## config.mk

```make
export PLATFORM = sky130hd
export DESIGN_NAME = serial_alu_ctrl
export DESIGN_NICKNAME = d
export VERILOG_FILES = /design/src/rtl/serial_alu_ctrl.sv
export SDC_FILE = /design/constraint.sdc
export NUM_CORES = 1
export LEC_CHECK = 0
export CAP_MARGIN = 25
export CELL_PAD_IN_SITES_DETAIL_PLACEMENT = 1
export CELL_PAD_IN_SITES_GLOBAL_PLACEMENT = 2
export CORE_MARGIN = 4
export CORE_UTILIZATION = 42
export CTS_CLUSTER_DIAMETER = 80
export DETAILED_ROUTE_END_ITERATION = 8
export DONT_BUFFER_PORTS = 1
export HOLD_SLACK_MARGIN = 0.1
export MAX_ROUTING_LAYER = met4
export PLACE_DENSITY_LB_ADDON = 0.3
export SLEW_MARGIN = 20
export SYNTH_ARGS = -nofsm -noshare
export SYNTH_HDL_FRONTEND = slang
export SYNTH_SLANG_ARGS = --single-unit
```

## constraint.sdc

```tcl
create_clock -name clk -period 9 [get_ports clk]
set_clock_uncertainty 0.05 [all_clocks]
set_input_delay 0.45 -clock clk [delete_from_list [all_inputs] [get_ports clk]]
set_output_delay 0.45 -clock clk [all_outputs]
set_load 0.02 [all_outputs]
```

## src/rtl/serial_alu_ctrl.sv

```systemverilog
// Bit-serial 32-bit ALU with a valid/ready handshake: one result bit per clock, LSB first.
// Optional zero flag output enabled by defining SERIAL_ALU_ZERO_FLAG_EN.
module serial_alu_ctrl (
  input  logic        clk,
  input  logic        rst_n,
  input  logic        in_valid,
  output logic        in_ready,
  input  logic [31:0] a,
  input  logic [31:0] b,
  input  logic [2:0]  alu_op,
  output logic        out_valid,
  input  logic        out_ready,
  output logic [31:0] result,
  output logic        c_out
`ifdef SERIAL_ALU_ZERO_FLAG_EN
  ,
  output logic        zero
`endif
);

  typedef enum logic [1:0] {IDLE, BUSY, DONE} state_e;

  state_e      state_q, state_d;
  logic [4:0]  cnt_q, cnt_d;
  logic        carry_q, carry_d;
  logic [31:0] a_q, a_d;
  logic [31:0] b_q, b_d;
  logic [2:0]  op_q, op_d;
  logic [31:0] result_q, result_d;
  logic        c_out_q, c_out_d;
`ifdef SERIAL_ALU_ZERO_FLAG_EN
  logic        zero_q, zero_d;
`endif

  logic bit_a, bit_b, bit_g, bit_p, bit_s, bit_r;

  always_ff @(posedge clk or negedge rst_n) begin
    if (!rst_n) begin
      state_q  <= IDLE;
      cnt_q    <= 5'd0;
      carry_q  <= 1'b0;
      a_q      <= 32'h0;
      b_q      <= 32'h0;
      op_q     <= 3'b000;
      result_q <= 32'h0;
      c_out_q  <= 1'b0;
`ifdef SERIAL_ALU_ZERO_FLAG_EN
      zero_q   <= 1'b1;
`endif
    end else begin
      state_q  <= state_d;
      cnt_q    <= cnt_d;
      carry_q  <= carry_d;
      a_q      <= a_d;
      b_q      <= b_d;
      op_q     <= op_d;
      result_q <= result_d;
      c_out_q  <= c_out_d;
`ifdef SERIAL_ALU_ZERO_FLAG_EN
      zero_q   <= zero_d;
`endif
    end
  end

  always_comb begin
    state_d = state_q;
    case (state_q)
      IDLE:    if (in_valid) state_d = BUSY;
      BUSY:    if (cnt_q == 5'd31) state_d = DONE;
      DONE:    if (out_ready) state_d = IDLE;
      default: state_d = IDLE;
    endcase
  end

  // One full-adder slice per clock; the counter saturates at 31 instead of wrapping.
  always_comb begin
    cnt_d    = cnt_q;
    carry_d  = carry_q;
    a_d      = a_q;
    b_d      = b_q;
    op_d     = op_q;
    result_d = result_q;
    c_out_d  = c_out_q;
`ifdef SERIAL_ALU_ZERO_FLAG_EN
    zero_d   = zero_q;
`endif

    bit_a = a_q[cnt_q];
    bit_b = b_q[cnt_q] ^ op_q[2];
    bit_g = bit_a & bit_b;
    bit_p = bit_a | bit_b;
    bit_s = bit_a ^ bit_b ^ carry_q;
    case (op_q[1:0])
      2'b00:   bit_r = bit_g;
      2'b01:   bit_r = bit_p;
      2'b10:   bit_r = bit_s;
      default: bit_r = 1'b0;
    endcase

    case (state_q)
      IDLE: begin
        if (in_valid) begin
          a_d     = a;
          b_d     = b;
          op_d    = alu_op;
          cnt_d   = 5'd0;
          carry_d = alu_op[2];
        end
      end
      BUSY: begin
        result_d[cnt_q] = bit_r;
        carry_d         = bit_g | (bit_p & carry_q);
        if (cnt_q != 5'd31) begin
          cnt_d = cnt_q + 5'd1;
        end else begin
          // Set-less-than uses the raw sign of the difference, no overflow fix-up.
          if (op_q[1:0] == 2'b11) result_d[0] = bit_s;
          c_out_d = carry_d;
`ifdef SERIAL_ALU_ZERO_FLAG_EN
          zero_d  = (result_d == 32'h0);
`endif
        end
      end
      default: ;
    endcase
  end

  always_comb begin
    in_ready  = (state_q == IDLE);
    out_valid = (state_q == DONE);
    result    = result_q;
    c_out     = c_out_q;
`ifdef SERIAL_ALU_ZERO_FLAG_EN
    zero      = zero_q;
`endif
  end

endmodule

```

## Word level (Yosys, flattened, before mapping)

Index checks and enable logic that the tools add are counted.

| storage, ports and cells | value |
|---|---|
| register bits after elaboration | 108 |
| input bits | 71 |
| word-level logic and storage cells | 58 |

| cells by class | value |
|---|---|
| add/sub/neg operators | 1 |
| magnitude comparators | 2 |
| equal/unequal tests | 11 |
| mux-type cells | 19 |
| bitwise operators | 8 |
| reduce and logical (&&, ||, !) cells | 9 |

Operators with widths:

| operator | number |
|---|---|
| $bwmux 32 | 1 |
| $bmux 1 s5 | 2 |
| $mux 5 | 2 |
| $pmux 5 s2 | 1 |
| $eq 2x2->1 const B | 3 |
| $lt 5x6->1 const B | 1 |
| $mux 1 | 6 |
| $mux 2 | 3 |
| $ne 2x2->1 const B | 3 |
| $pmux 2 s3 | 1 |
| $reduce_and 2->1 | 3 |
| $reduce_and 3->1 | 2 |
| $add 5x1->5 const B | 1 |
| $demux 1 s5 | 1 |
| $eq 5x5->1 const B | 1 |
| $ge 5x1->1 const B | 1 |
| $ne 5x5->1 const B | 1 |
| $eq 2x1->1 const B | 2 |
| $logic_not 2->1 | 2 |
| $pmux 1 s3 | 1 |
| $xor 1x1->1 | 3 |
| $and 1x1->1 | 2 |
| $ne 2x1->1 const B | 1 |
| $or 1x1->1 | 2 |
| 4 further kinds | 4 |

## Longest topological paths before layout

Gate-level depths: netlist (run 1).

| logic depth | value |
|---|---|
| word-level depth | 9 |
| gate-level depth with buffers | 13 |
| depth with buffers taken out | 10 |

## Least setup slack after synthesis (run 1)

Ideal clock, no wire load.

| timing | value |
|---|---|
| kind | flip-flop to flip-flop |
| start | register cnt_q[0] |
| end | register result_q[0] (netlist: result[0]) |
| arrival time | 2.868 ns |
| required time | 8.873 ns |
| slack | 6.005 ns |
| stages on the path, launching flop included | 14 |
| clock period less this slack | 2.995 ns |
| path through | dfrtp_1 > buf_6 > buf_8 > mux4_2 > nand2_1 > o21ai_2 > nor4_4 > inv_2 > fa_1 > mux2i_1 > o22ai_1 > clkbuf_1 > o22ai_1 > a21oi_1 |

| on the way | value |
|---|---|
| longest elaborated chain between the ends | 9 |
| elaborated cells on any way between the ends | 19 |
| classes of those cells | order compare: 2; eq/ne: 1; mux: 10; bitwise: 5; reduce/logical: 1 |

Ends and longest elaborated chain:

| item | line | source |
|---|---|---|
| start: declaration | 24 | `logic [4:0] cnt_q, cnt_d;` |
| start signal: assignment | 52 | `cnt_q <= cnt_d;` |
| $bmux 1 s5 | 89 | `bit_b = b_q[cnt_q] ^ op_q[2];` |
| $mux 1 (not written as such) | 89 |  |
| $xor 1x1->1 | 89 |  |
| $xor 1x1->1 (2 in series) | 92 | `bit_s = bit_a ^ bit_b ^ carry_q;` |
| $pmux 1 s3 | 93 | `case (op_q[1:0])` |
| $bwmux 32 | 111 | `result_d[cnt_q] = bit_r;` |
| $mux 1 | 117 | `if (op_q[1:0] == 2'b11) result_d[0] = bit_s;` |
| $mux 1 * | 113 | `if (cnt_q != 5'd31) begin` |
| end signal: assignment | 57 | `result_q <= result_d;` |
| end: declaration | 29 | `logic [31:0] result_q, result_d;` |

Mark *: on every way between the ends. The rest lies on a longest branch, timed or not. The select of a mux whose other input is x is not followed.
A chain may end at the register's enable or synchronous reset.

## Worst setup path after layout (run 1)

Ends and elaborated chain as after synthesis.

==> summary.md, run 1 <==
| Metric | Value |
|---|---|
| Fraction of the mapped netlist area in compound gates | 0.02556 |
| Clock latency of the later-clocked register in the worst-skew pair | 340 ps |
| Main combinational cell family by area after synthesis | multiplexers |
| Average wire per cell in the routed design | 21.75 microns |
| Number of setup violations in the final report | 0 |
| Global Route Usage Sum | 0.1717 |
| Ys async rst share | 1.000 |
| Violation count after the first detailed-routing iteration | 136 |
| Top cell type's share of synthesized area | 0.5360 |
| Initial antenna violation count | 4 |
| Mapped Avg Cell Area | 13.66 sq um |
| Syn_nets | 448 |
| Post-synth EDFFs | 0 |
| Antenna violation net count after detailed routing | 0 |
| Commonest cells after routing, fill and taps aside | dfrtp_1, mux2_2, nor2_1 |
| Synth Register Bits | 108 |
| CP Max Fanout | 32 |
| Clock tree from TritonCTS | yes |
| Instance count of the mapped netlist | 369 |
| Reported max-cap violation count | 0 |
| Layout Nets | 442 |
| Post-Route Hold Slack | 205.2 ps |
| Power per unit of standard cell area | 401.2 nW/um^2 |
| Worst slew slack as a fraction of its limit | 0.3522 |
| Cell Rows | 39 |
| Worst setup path category | reg -> reg |
| Worst hold path type | in -> reg |
| Vertical die dimension | 117.6 microns |
| Core region area | 11,560 sq um |
| Starting density of the core | 0.4360 |
| Longest Clk Path Bufs | 2 |
| Measured slew at the worst slew-check pin | 969.7 ps |
| Top achievable clock speed | 268.2 MHz |
| Overall via count from detail_route | 2,816 |
| # DRC | 0 |
| Master of the slowest instance on the critical path | dfrtp_1 |
| Arrival @ worst endpoint | 3940 ps |
| Max-slew violation total from the final report | 0 |
| Critical path's most frequent cell | o22ai_1 |
| Peak ir drop on the vdd network | 0.0001932 V |
| Final WL | 11,160 microns |
| Final Critical Period | 3728 ps |
| Post-CTS setup buffer count | 0 |
| Number of global-route vias before repair | 3,158 |
| CTS sink cnt | 108 |
| Number of fill cells in the layout | 1,180 |
| Clock transition at path regs | 70 ps |
| Largest stage delay on the critical path | 930 ps |
| CP bufs+invs | 3 |
| Largest net degree at the start of global routing | 109 |
| Data required time at the worst endpoint | 9210 ps |
| Share of cell area taken by muxes after synthesis | 0.2980 |
| Post-route core utilization | 0.4662 |
| Post-Place Cell Area | 5086 sq um |
| Area used by sequential logic in the layout | 2703 sq um |
| Critical-path cell list | mux4_1 > clkinv_1 > o22ai_2 > nor4_4 > inv_2 > fa_1 > mux2i_1 > o22ai_1 > buf_4 > o22ai_1 > a21oi_1 |
| Number of instances resized during post-cts repair | 0 |
| Proportion of layout cells with a drive suffix above 1 | 0.3552 |
| Detailed Routing Iterations Pass 1 | 4 |
| Kind of cell adding the most delay to the critical path | flip-flops |
| Quantity of hold-fixing buffers added after cts | 2 |
| Buffers added on ports | 0 |
| Cell area after layout | 5391 sq um |
| Number of H-tree levels | 3 |
| Top cell type by total area after synthesis | dfrtp_1 |
| Warning count from the yosys run | 0 |
| TritonCTS Buffers | 9 |
| Total global routing overflow | 0 |
| Kind of start point of the critical path | register |
| Leading cell type in the layout, fill and taps excluded | dfrtp_1 |
| Element type at the critical path end | register |
| Vias per Instance | 5.489 |
| Number of ports placed on the die boundary | 106 |
| Share of the yosys chip area belonging to registers | 0.5360 |
| Routability-driven placement congestion ratio | 0.7305 |
| Layout area overhead | 6.923% |
| Total count of hold-check failures in the final report | 0 |
| Chip Width | 117.6 microns |
| Total area of multi-input combinational cells | 2145 sq um |
| Synth Area in Adders | 0.02134 |
| Pwr Total | 2.163 mW |
| Post-synthesis simple-gate area fraction | 0.07320 |
| Leakage power total | 2.336 nW |
| Unrepaired setup endpoints after global routing | false |
| Post-synth top flop | dfrtp_1 |
| Sum of net half-perimeters after detailed placement | 7723 microns |
| Final Cycle Share | 0.4143 |
| Final sum of negative setup slack | 0 ps |
| Xor and xnor fraction of the mapped netlist area | 0.006948 |
| Outcome | finished, final reports clean |
| Summed instance area of the synthesized netlist | 5042 sq um |
| Distinct cell type count after synthesis | 43 |
| Cell types occupying the most area after synthesis | dfrtp_1, mux2_2, mux4_2 |
| Global-route wire length before repair | 18,110 microns |
| Clk Tree Root Cell | clkbuf_16 |
| Die outline area | 13,820 sq um |
## where the power goes
group          internal, mW  leakage, nW  switching (mW)
sequential            0.708         1.33           0.225
combinational         0.430        0.876           0.447
clock                 0.191        0.131           0.162
total                  1.33         2.34           0.834
## cells by family after synthesis
group | Yosys count
mux | 124
flops | 108
simple gates | 73
buf+inv | 32
compound gates | 20
fa+ha+maj | 8
xor+xnor | 4
## path summary, 6_finish.rpt
kind	endpoint	startpoint	slack, ps	cells past startpoint
worst max-delay path	result[0]$_DFFE_PN0P_	cnt_q[0]$_DFFE_PN0P_	5270	11
worst min-delay path	b_q[19]$_DFFE_PN0P_	b[19]	210	1
worst max register to register	result[0]$_DFFE_PN0P_	cnt_q[0]$_DFFE_PN0P_	5270	11
worst min register to register	a_q[27]$_DFFE_PN0P_	a_q[27]$_DFFE_PN0P_	450	1
max in group asynchronous	result[8]$_DFFE_PN0P_	rst_n	7800	2
min in group asynchronous	result[27]$_DFFE_PN0P_	rst_n	630	2
## state kept, by name, summed over array words and instances, names as in the netlist
| name | flops |
|---|---|
| a_q | 32 |
| state_q | 2 |
| c_out | 1 |
| carry_q | 1 |
| cnt_q | 5 |
| b_q | 32 |
| op_q | 3 |
| result | 32 |
## layout make-up
class,count,area share
diodes,4,0.001857
clock buffers,11,0.04502
clock inverters,3,0.002785
inverters,10,0.006962
multi-input cells,229,0.3978
flip-flops and latches,108,0.5013
well taps,143,0.03319
repair buffers,5,0.01114
## stage by stage
step / cells / setup slack (ps)
floorplan: 369 / 6005
detailed placement: 493 / 5258
global route: 513 / 5010
CTS: 509 / 5203
global placement: 493 / 5354
finish: 513 / 5272
## synth_stat cells (2+ instances only)
cell type  count
dfrtp_1      108
mux2_2        97
nor2_1        31
nand2_1       15
mux2i_1       14
buf_2          9
nand3_1        8
o22ai_1        8
ha_1           7
mux4_2         7
inv_1          6
clkbuf_1       5
buf_6          4
o21ai_1        4
clkinv_1       3
mux2_1         3
mux4_1         3
nand3b_1       3
nor2b_1        3
xor2_1         3
a21oi_1        2
clkbuf_8       2
nand2b_1       2
o21ai_0        2
or3b_1         2
## metal layers
layer	share of wire	vias to the layer above	wire length, microns	global-route usage
met5	0	-	0	-
met4	0.011	0	127	0.05055
met3	0.058	6	651	0.04998
met2	0.50	68	5571	0.2760
met1	0.43	1448	4807	0.2122
li1	-	1294	-	-
Note: power is estimated with default switching activity, not from simulation.
==> run 2, diff against run 1 <==
--- a/config.mk
+++ b/config.mk
@@ -5,11 +5,12 @@
 export SDC_FILE = /design/constraint.sdc
 export NUM_CORES = 1
 export LEC_CHECK = 0
+export ABC_AREA = 1
 export CAP_MARGIN = 25
 export CELL_PAD_IN_SITES_DETAIL_PLACEMENT = 1
 export CELL_PAD_IN_SITES_GLOBAL_PLACEMENT = 2
 export CORE_MARGIN = 4
-export CORE_UTILIZATION = 42
+export CORE_UTILIZATION = 32
 export CTS_CLUSTER_DIAMETER = 80
 export DETAILED_ROUTE_END_ITERATION = 8
 export DONT_BUFFER_PORTS = 1
==> constraint.sdc (replaced) <==
create_clock -name clk -period 3.2 [get_ports clk]
set_clock_uncertainty 0.05 [all_clocks]
set_input_delay 0.16 -clock clk [delete_from_list [all_inputs] [get_ports clk]]
set_output_delay 0.16 -clock clk [all_outputs]
set_load 0.02 [all_outputs]
==> run 2 against run 1 <==
Net effect: core utilization is 6.1 points lower; combinational power grew to 3.1 times the previous value; cell area is 19% higher; count of clock-buffer cells in the layout down 1; highest routed layer unchanged.
==> summary.md, run 2 <==
| Metric | Value |
|---|---|
| Outcome | finished, final reports clean |
| Inserted Diodes | 0 (-4) |
| Top cell type's share of synthesized area | 0.5270 (-0.009022) |
| Number of fill cells in the layout | 1,899 (+61%) |
| Arrival @ worst endpoint | 3040 ps (-900 ps) |
| Total count of hold-check failures in the final report | 0 (unchanged) |
| Leading cell type in the layout, fill and taps excluded | nand2_1 |
| Leakage power total | 3.085 nW (+32%) |
| Average wire per cell in the routed design | 15.54 microns (-29%) |
| Pwr Total | 6.692 mW (+210%) |
| Cell Rows | 46 (+18%) |
| Final WL | 14,720 microns (+32%) |
| Global-route layer with the greatest usage | met2 |
| Syn_nets | 744 (+66%) |
| TritonCTS Buffers | 9 (unchanged) |
| Met1 demand-to-capacity share in global routing | 0.2298 (+0.01760) |
| Vias per Instance | 4.607 (-16%) |
| Global Route Usage Sum | 0.1762 (+0.004445) |
| Data required time at the worst endpoint | 3370 ps (-5840 ps) |
| Reported max-cap violation count | 0 (unchanged) |
| Total global routing overflow | 0 (unchanged) |
| CP Max Fanout | 31 (-3.1%) |
| CTS sink cnt | 108 (unchanged) |
| Core region area | 15,770 sq um (+36%) |
| Buffers added on ports | 0 (unchanged) |
| Final cell count without fillers | 947 (+85%) |
| Top achievable clock speed | 348.6 MHz (+30%) |
| Worst setup path category | reg -> reg |
| Worst slew slack as a fraction of its limit | 0.5380 (+0.1858) |
| Antenna violation net count after detailed routing | 0 (unchanged) |
| Cell types occupying the most area after synthesis | dfrtp_1, nand2_1, nor2_1 |
| Overall via count from detail_route | 4,363 (+55%) |
| Internal power summed over all cells | 3.717 mW (+180%) |
| Share of total power in combinational logic | 0.406 (about the same) |
| Post-route core utilization | 0.4056 (-0.06061) |
| Power share of the clock group | 0.199 (+0.036) |
| Number of H-tree levels | 3 (unchanged) |
| Unrepaired setup endpoints after global routing | false |
| Clock transition at path regs | 80 ps (about the same) |
| Layout area overhead | 24.71% |
| Post-synth top cells | nand2_1, dfrtp_1, nor2_1, o21ai_0, inv_1 |
| Commonest cells after routing, fill and taps aside | nand2_1, dfrtp_1, nor2_1 |
| Top cell type by total area after synthesis | dfrtp_1 |
| Proportion of layout cells with a drive suffix above 1 | 0.05882 (-0.2964) |
| Placed insts | 861 (+75%) |
| Final Cycle Share | 0.8965 (+0.4823) |
| Post-synth top flop | dfrtp_1 |
| Warning count from the yosys run | 0 (unchanged) |
| Largest net degree at the start of global routing | 109 (unchanged) |
| Longest Clk Path Bufs | 2 (unchanged) |
| Instance count of the mapped netlist | 665 (+80%) |
| Worst hold path type | in -> reg |
| Global-route met2 utilization | 0.2844 (+0.008346) |
| Post-synth EDFFs | 0 (unchanged) |
| Clock latency of the later-clocked register in the worst-skew pair | 360 ps (+20 ps) |
| Measured slew at the worst slew-check pin | 687.7 ps (-282.0 ps) |
| Sum of net half-perimeters after detailed placement | 9901 microns (+28%) |
| Layout Nets | 805 (+82%) |
| Routability-driven placement congestion ratio | 0.8286 (+13%) |
| Summed instance area of the synthesized netlist | 5129 sq um (+1.7%) |
| Post-CTS setup buffer count | 0 (unchanged) |
| Initial antenna violation count | 0 (-4) |
| Vertical die dimension | 134.6 microns (+14%) |
| Peak ir drop on the vdd network | 0.0004125 V (+110%) |
| Global-route met3 utilization | 0.02757 (-0.02241) |
| Distinct cell type count after synthesis | 24 (-44%) |
| Power per unit of standard cell area | 1046 nW/um^2 (+160%) |
| Mapped Avg Cell Area | 7.712 sq um (-44%) |
| Die outline area | 18,120 sq um (+31%) |
| Switch share | 0.4446 (+0.05898) |
| Max-slew violation total from the final report | 0 (unchanged) |
| Cell area after layout | 6396 sq um (+19%) |
| Number of global-route vias before repair | 4,780 (+51%) |
| Most common cell in the netlist | nand2_1 |
| Number of setup violations in the final report | 0 (unchanged) |
| Number of ports placed on the die boundary | 106 (unchanged) |
| Clk Tree Root Cell | clkbuf_16 |
| Post-Place Cell Area | 5318 sq um (+4.6%) |
| Final Critical Period | 2869 ps (-859.4 ps) |
| Element type at the critical path end | register |
| Share of power burned in registers | 0.395 (-0.036) |
| Synth Register Bits | 108 (unchanged) |
| Chip Width | 134.6 microns (+14%) |
| Starting density of the core | 0.3252 (-0.1108) |
| Clock tree from TritonCTS | yes |
| Violation count after the first detailed-routing iteration | 218 (+60%) |
| Share of the yosys chip area belonging to registers | 0.5270 (-0.009022) |
| Kind of start point of the critical path | register |
| Switching power total | 2.975 mW (+260%) |
| Ys async rst share | 1.000 (unchanged) |
| Detailed Routing Iterations Pass 1 | 4 (unchanged) |
| # DRC | 0 (unchanged) |
| Final sum of negative setup slack | 0 ps (unchanged) |
| Global-route wire length before repair | 24,540 microns (+36%) |
==> run 2: changes by cell type after synthesis, sizes merged, moves of 14 or more <==
cell / previous run / this run
nand2: 15 / 224
mux2: 100 / 0
nor2: 31 / 105
inv: 7 / 62
o21ai: 7 / 58
a21oi: 3 / 34
mux2i: 14 / 0
nand3: 8 / 22
==> run 2: power groups by stage <==
stage	clock, mW	combinational [mW]	sequential [mW]
detailed placement	0	2.67	2.68
finish	1.33	2.71	2.64
CTS	1.38	2.78	2.66
global route	1.43	3.18	2.73
floorplan	0	2.04	2.53
global placement	0	2.57	2.66
==> run 2: cell families after synthesis <==
logic type | Yosys count | synth area share
buffers and inverters | 90 | 0.07538
AND/OR/NAND/NOR | 364 | 0.2828
adder cells (fa/ha/maj) | 8 | 0.02098
flip-flops | 108 | 0.5270
AO/OA/AOI/OAI | 95 | 0.09393
==> run 2: final timing paths <==
path | to | depth (start not counted) | start | slack (ps)
setup / recovery | result[7]$_DFFE_PN0P_ | 13 | cnt_q[3]$_DFFE_PN0P_ | 330
min in group asynchronous | result[12]$_DFFE_PN0P_ | 2 | rst_n | 350
hold / removal | a_q[10]$_DFFE_PN0P_ | 4 | in_valid | 200
hold reg to reg | a_q[23]$_DFFE_PN0P_ | 2 | a_q[23]$_DFFE_PN0P_ | 430
max in group asynchronous | b_q[14]$_DFFE_PN0P_ | 2 | rst_n | 2300
setup reg to reg | result[7]$_DFFE_PN0P_ | 13 | cnt_q[3]$_DFFE_PN0P_ | 330
==> run 2: timing repair <==
item                                    CTS  global route
hold buffers                             70             0
endpoints found under the hold margin   177             0
endpoints found under the setup margin    0            31
gates resized for setup                   0             2
==> run 2: through the flow <==
step                setup slack, ps  hold WS, ps
floorplan                     641.5       -185.6
global placement              315.7       -183.0
detailed placement            267.6       -183.3
CTS                           254.1        196.5
global route                  16.71        247.1
finish                        331.1        201.1
==> run 2: routing by layer <==
layer | up-vias | part of all wire
met2 | 64 | 0.49
met5 | - | 0
met4 | 0 | 0.014
met1 | 2100 | 0.47
met3 | 14 | 0.033
li1 | 2185 | -
==> run 2: cell type report <==
class                           count  area, sq um  share of cell area
Clock buffer                       10        239.0             0.03736
Timing Repair Buffer               78        790.8              0.1236
Tap cell                          216        270.3             0.04225
Inverter                           62        235.2             0.03678
Multi-Input combinational cell    467         2039              0.3189
Sequential cell                   108         2703              0.4225
Clock inverter                      6        118.9             0.01858
==> run 2: worst max-delay path, stage by stage (launching register included) <==
cell     delay (ps)
dfrtp_1         490
nor3_1          610
nand2_1         120
nand2_1         110
nor2_2           50
nand2_1          70
nand2_1          50
nand2_1          90
fa_1            430
nand3_1         100
nand3_1          80
inv_1            70
buf_4           300
a21oi_1         110
